[src/rtl/sar_seq_pkg.sv]
// Shared definitions for the SAR sequencer: FSM state type and channel-index width helper.
package sar_seq_pkg;

    typedef enum logic [2:0] {
        ST_IDLE,
        ST_SEL,
        ST_SAMPLE,
        ST_CONV,
        ST_DONE
    } state_t;

    // Channel index width: max(1, clog2(n)).
    function automatic int unsigned chw_of(input int unsigned n);
        return (n < 2) ? 1 : $clog2(n);
    endfunction

endpackage

[src/rtl/sar_core.sv]
// Successive-approximation bit-search register: MSB-first trial bits, one bit resolved per step.
module sar_core #(
    parameter int unsigned SIZE = 10
) (
    input  logic            clk,
    input  logic            rst_n,
    input  logic            en,
    input  logic            load,
    input  logic            step,
    input  logic            cmp,
    output logic [SIZE-1:0] result,
    output logic            last
);

    localparam logic [SIZE-1:0] MSB = {1'b1, {(SIZE-1){1'b0}}};

    // One-hot marker of the bit currently under test.
    logic [SIZE-1:0] trial;

    always_ff @(posedge clk or negedge rst_n) begin
        if (!rst_n) begin
            result <= '0;
            trial  <= '0;
        end else if (en) begin
            if (load) begin
                result <= MSB;
                trial  <= MSB;
            end else if (step) begin
                result <= (cmp ? result : (result & ~trial)) | (trial >> 1);
                trial  <= trial >> 1;
            end
        end
    end

    assign last = trial[0];

endmodule

[src/rtl/sar_seq_ctrl.sv]
// Multi-channel SAR ADC sequencer with result handshake.
// Optional 4x averaging per channel when SAR_SEQ_AVG_EN is defined.
module sar_seq_ctrl
    import sar_seq_pkg::*;
#(
    parameter  int unsigned SIZE = 10,
    parameter  int unsigned NCH  = 8,
    localparam int unsigned CHW  = chw_of(NCH)
) (
    input  logic            clk,
    input  logic            rst_n,
    input  logic            en,
    input  logic            soc,
    input  logic            cont,
    input  logic [NCH-1:0]  ch_mask,
    input  logic [3:0]      swidth,
    input  logic            cmp,
    output logic            sample_n,
    output logic            dac_rst,
    output logic [CHW-1:0]  mux_sel,
    output logic [SIZE-1:0] data,
    output logic [CHW-1:0]  data_ch,
    output logic            data_valid,
    input  logic            data_ready,
    output logic            eoc,
    output logic            busy
);

    state_t          state;
    logic [NCH-1:0]  mask_q;
    logic [3:0]      scnt;
    logic [SIZE-1:0] result;
    logic            core_last;

    logic            first_found;
    logic [CHW-1:0]  first_idx;
    logic            nxt_found;
    logic [CHW-1:0]  nxt_idx;

`ifdef SAR_SEQ_AVG_EN
    logic [1:0]      pass;
    logic [SIZE+1:0] acc;
    logic [SIZE+1:0] sum;

    assign sum = acc + (SIZE+2)'(result);
`endif

    sar_core #(
        .SIZE (SIZE)
    ) u_core (
        .clk    (clk),
        .rst_n  (rst_n),
        .en     (en),
        .load   (state == ST_SEL),
        .step   (state == ST_CONV),
        .cmp    (cmp),
        .result (result),
        .last   (core_last)
    );

    // Lowest set channel of the live mask, and next masked channel above the current one.
    always_comb begin
        first_found = 1'b0;
        first_idx   = '0;
        nxt_found   = 1'b0;
        nxt_idx     = '0;
        for (int unsigned i = 0; i < NCH; i++) begin
            if (ch_mask[i] && !first_found) begin
                first_found = 1'b1;
                first_idx   = CHW'(i);
            end
            if (mask_q[i] && (i > 32'(mux_sel)) && !nxt_found) begin
                nxt_found = 1'b1;
                nxt_idx   = CHW'(i);
            end
        end
    end

    always_ff @(posedge clk or negedge rst_n) begin
        if (!rst_n) begin
            state      <= ST_IDLE;
            mask_q     <= '0;
            scnt       <= '0;
            mux_sel    <= '0;
            data       <= '0;
            data_ch    <= '0;
            data_valid <= 1'b0;
            eoc        <= 1'b0;
            busy       <= 1'b0;
            dac_rst    <= 1'b0;
            sample_n   <= 1'b1;
`ifdef SAR_SEQ_AVG_EN
            pass       <= '0;
            acc        <= '0;
`endif
        end else if (en) begin
            eoc     <= 1'b0;
            dac_rst <= 1'b0;
            if (data_valid && data_ready) begin
                data_valid <= 1'b0;
            end
            case (state)
                ST_IDLE: begin
                    if (soc && first_found) begin
                        state   <= ST_SEL;
                        mask_q  <= ch_mask;
                        mux_sel <= first_idx;
                        dac_rst <= 1'b1;
                        busy    <= 1'b1;
`ifdef SAR_SEQ_AVG_EN
                        pass    <= '0;
`endif
                    end
                end
                ST_SEL: begin
                    state    <= ST_SAMPLE;
                    sample_n <= 1'b0;
                    scnt     <= '0;
`ifdef SAR_SEQ_AVG_EN
                    // The core still holds the previous pass's final value here.
                    acc      <= (pass == 2'd0) ? '0 : sum;
`endif
                end
                ST_SAMPLE: begin
                    if (scnt == swidth) begin
                        state    <= ST_CONV;
                        sample_n <= 1'b1;
                    end else begin
                        scnt <= scnt + 4'd1;
                    end
                end
                ST_CONV: begin
                    if (core_last) begin
`ifdef SAR_SEQ_AVG_EN
                        if (pass != 2'd3) begin
                            pass    <= pass + 2'd1;
                            state   <= ST_SEL;
                            dac_rst <= 1'b1;
                        end else begin
                            state <= ST_DONE;
                        end
`else
                        state <= ST_DONE;
`endif
                    end
                end
                ST_DONE: begin
                    if (!data_valid || data_ready) begin
`ifdef SAR_SEQ_AVG_EN
                        data    <= sum[SIZE+1:2];
                        pass    <= '0;
`else
                        data    <= result;
`endif
                        data_ch    <= mux_sel;
                        data_valid <= 1'b1;
                        if (nxt_found) begin
                            state   <= ST_SEL;
                            mux_sel <= nxt_idx;
                            dac_rst <= 1'b1;
                        end else if (cont && first_found) begin
                            state   <= ST_SEL;
                            mask_q  <= ch_mask;
                            mux_sel <= first_idx;
                            dac_rst <= 1'b1;
                        end else begin
                            state <= ST_IDLE;
                            eoc   <= 1'b1;
                            busy  <= 1'b0;
                        end
                    end
                end
                default: begin
                    state <= ST_IDLE;
                    busy  <= 1'b0;
                end
            endcase
        end
    end

endmodule

[config.mk]
export PLATFORM = sky130hd
export DESIGN_NAME = sar_seq_ctrl
export DESIGN_NICKNAME = d
export VERILOG_FILES = /design/src/rtl/sar_seq_pkg.sv /design/src/rtl/sar_core.sv /design/src/rtl/sar_seq_ctrl.sv
export SDC_FILE = /design/constraint.sdc
export NUM_CORES = 1
export LEC_CHECK = 0
export ABC_AREA = 0
export BUFFER_PORTS_ARGS = -buffer_cell sky130_fd_sc_hd__clkbuf_2
export CAP_MARGIN = 20
export CELL_PAD_IN_SITES_DETAIL_PLACEMENT = 1
export CELL_PAD_IN_SITES_GLOBAL_PLACEMENT = 1
export CORE_MARGIN = 5
export CORE_UTILIZATION = 49
export DETAILED_ROUTE_END_ITERATION = 8
export PLACE_DENSITY_LB_ADDON = 0.1
export SLEW_MARGIN = 25
export SYNTH_ARGS = -nofsm -noshare
export SYNTH_HDL_FRONTEND = slang
export SYNTH_HIERARCHICAL = 1
export SYNTH_SLANG_ARGS = --single-unit
[constraint.sdc]
create_clock -name clk -period 4.7 [get_ports clk]
set_input_delay 0 -clock clk [delete_from_list [all_inputs] [get_ports clk]]
set_output_delay 0 -clock clk [all_outputs]
set_load 0.03 [all_outputs]
==> qor.yml <==
outcome:
  outcome: "complete, no violations"
synth:
  ys_types: 59
  synth-edff-count: 0
  synth_top_area_cell: "dfrtp_1"
  yosys-top-cells-count: "54 x dfrtp_1, 24 x inv_1, 22 x nand2b_1, 15 x nand2_1, 13 x o21ai_0"
  yosys_warnings: 6
  synth.top_cell.area_share_pct: 43.8
  syn_area_per_cell_sq_um: 10.9
  synth_area_sq_mm: 0.00309
  synth.area.top_cells: "dfrtp_1 44%, o311ai_2 4.7%, nand2b_1 4.5%, mux2_2 4.0%, mux2_4 3.4%"
  synthCells: 284
  ys_seq_area_share_pct: 44.6
  yosysMostFrequentCell: "dfrtp_1"
  ys_seq_elements: 55
  synthArstFlopShare_pct: 100
  syn_nets: 304
  synthFlopType: "dfrtp_1"
global_routing:
  grt_pass1_wl_microns: 11800
  grtUsageTotal_pct: 18.9
  overflow: 0
  grt_max_degree: 56
  antenna_found_initial: 0
  grt_pass1_vias: 2367
drt:
  dr.first_iter.drc_count: 119
  via_per_inst: 5.66
  drc_errors: 0
  drt-pass1-iter-count: 4
  avgRoutedWirePerCell_microns: 17.1
  vias: 2275
  postRouteAntennaNets: 0
  wl_microns: 6860
layout:
  nets: 344
  drive_gt1_share_pct: 27.4
  diodes: 0
  syn_to_final_growth_pct: 12.0
  n_fill_cell: 690
  finalNonFillerCells: 402
sta:
  holdWs_ps: 26.6
  fmax_mhz: 378
  tightest_slew_ps: 1020
  setup-tns-final_ps: 0
  slew_violations: 0
  setup_viol: 0
  min_period_ps: 2650
  period_share_pct: 56.3
  rsz0062_at_grt: "false"
  clock_skew_ps: 6.86
  slew_headroom_pct: 31.8
  hold_viol: 0
die:
  fp-row-count: 29
  die_y_microns: 89.4
  io_pins: 40
  dieWidth_microns: 89.4
  core_sq_mm: 0.00624
  initial_core_util_pct: 49.5
  die_area_sq_mm: 0.00799
min_path:
  hp-class: "in2reg"
power:
  p_sw_mw: 0.938
  power_frac_comb_pct: 45.5
  ir_drop_mv: 0.297
  pwr-share-seq_pct: 42.6
  power_frac_clock_pct: 11.9
  leakage_nw: 1.56
  power_mw: 2.16
  cellPowerDensity_mw_per_mm2: 624
  swShare_pct: 43.5
  p_int_mw: 1.22
worst_setup_path:
  worstSetupStartpointType: "flip-flop"
  crit_buf_inv: 0
  crit_slowest_cell: "nand3b_1"
  crit_chain: "nor3b_4, nand3b_1, a21oi_4, mux2_4"
  required_ps: 4900
  crit_arrival_ps: 2840
  cpPeakStageDelay_ps: 680
  crit_family: "simple AND/OR/NAND/NOR gates"
  path_max_fanout: 19
  critPathCaptureType: "flip-flop"
  worstSetupPathType: "reg2reg"
placement:
  gp_congestion: 0.742
  dp_hpwl_microns: 4770
  dp_cells: 385
  io_buffers: 39
cts:
  htreeDepth: 2
  clock_path_buffers: 2
  cts_setup_buffers: 0
  cts_buffers: 5
  cts-root-buf: "clkbuf_8"
  cts_tree: "yes"
  path_clk_slew_ps: 90
  cts.sinks: 55
  cts-resized-gates: 0
  clock_latency_ps: 310
job:
  timing.max_cap.violations: 0
==> cell type report <==
| type | instances | area [sq um] | area share [%] |
|---|---|---|---|
| timing repair buffer | 50 | 300 | 8.68 |
| clock buffer | 7 | 76.3 | 2.21 |
| tap | 77 | 96.3 | 2.79 |
| clock inverter | 1 | 5.00 | 0.145 |
| inverter | 25 | 93.8 | 2.71 |
| multi-input combinational | 187 | 1510 | 43.6 |
| sequential | 55 | 1380 | 39.8 |
==> placed cells by master (no fill, tap or decap), drive strengths merged, types with 10 or more instances in the layout <==
| cell type | count |
|---|---|
| mux2 | 18 |
| clkbuf | 46 |
| nand4b | 10 |
| dfrtp | 54 |
| nand2b | 22 |
| a21oi | 13 |
| nand2 | 16 |
| o311ai | 17 |
| inv | 25 |
| o21ai | 17 |
==> power by group through the flow <==
stage	Combinational, mW	Sequential (mW)	Clock (mW)
3_5_place_dp	0.983	0.928	0
6_report	0.981	0.918	0.257
3_3_place_gp	0.954	0.916	0
5_1_grt	1.08	0.955	0.295
2_1_floorplan	0.675	0.989	0
4_1_cts	0.994	0.918	0.268
==> worst register-to-register path: cells and delay by family (launching register included) <==
family	cells	cell delay, ps
and+or+nand+nor	2	1070
muxes	1	340
DFF	1	530
AOI/OAI and AO/OA	1	590
==> stage by stage <==
| step | cell area [sq um] | util [%] | worst slack (ps) |
|---|---|---|---|
| 2_1_floorplan | 3090 | - | 2580 |
| 6_report | 3460 | 55.4 | 2050 |
| 3_3_place_gp | 3290 | 52.7 | 2110 |
| 3_5_place_dp | 3290 | 52.7 | 2030 |
| 4_1_cts | 3460 | 55.4 | 2020 |
| 5_1_grt | 3460 | 55.4 | 1810 |
==> state kept, by name, summed over array words and instances (netlist names), 3 cells and up <==
register and cells:
data 10, u_core/result 10, u_core/trial 10, mask_q 7, scnt 4, data_ch 3
mux_sel 3, state 3
==> repair_timing <==
| action | in CTS | in global routing |
|---|---|---|
| endpoints found under the hold margin | 62 | 0 |
| hold buffers | 9 | 0 |
| endpoints found under the setup margin | 0 | 0 |
==> logic make-up (layout without fill, tap and decap cells) <==
family | count (synthesis) | in the layout | synth area share [%]
XOR/XNOR | 7 | 7 | 1.99
multiplexers | 18 | 18 | 7.42
buffers and inverters | 42 | 83 | 6.65
adder cells (fa/ha/maj) | 1 | 1 | 0.405
AO/OA/AOI/OAI | 75 | 75 | 21.0
AND/OR/NAND/NOR | 86 | 86 | 18.0
flip-flops | 55 | 55 | 44.6
==> metal layers <==
metal	part of all wire, %	vias up	global-route usage (%)
met5	0	-	0
met4	1.2	0	5.95
met3	3.0	8	3.13
met2	44	31	28.7
met1	52	1130	27.7
li1	-	1106	-
==> path summary, 6_finish.rpt <==
| kind | start | to | slack [ps] | cells after the start |
|---|---|---|---|---|
| worst min-delay path | soc | busy | 30 | 3 |
| max in group asynchronous | rst_n | state[0] | 3880 | 3 |
| worst max register to register | state[2] | mask_q[6] | 2050 | 4 |
| worst min register to register | data_ch[0] | data_ch[0] | 490 | 2 |
| min in group asynchronous | rst_n | u_core/trial[5] | 370 | 3 |
| worst max-delay path | state[2] | mask_q[6] | 2050 | 4 |
Note: power is estimated with default switching activity, not from simulation.
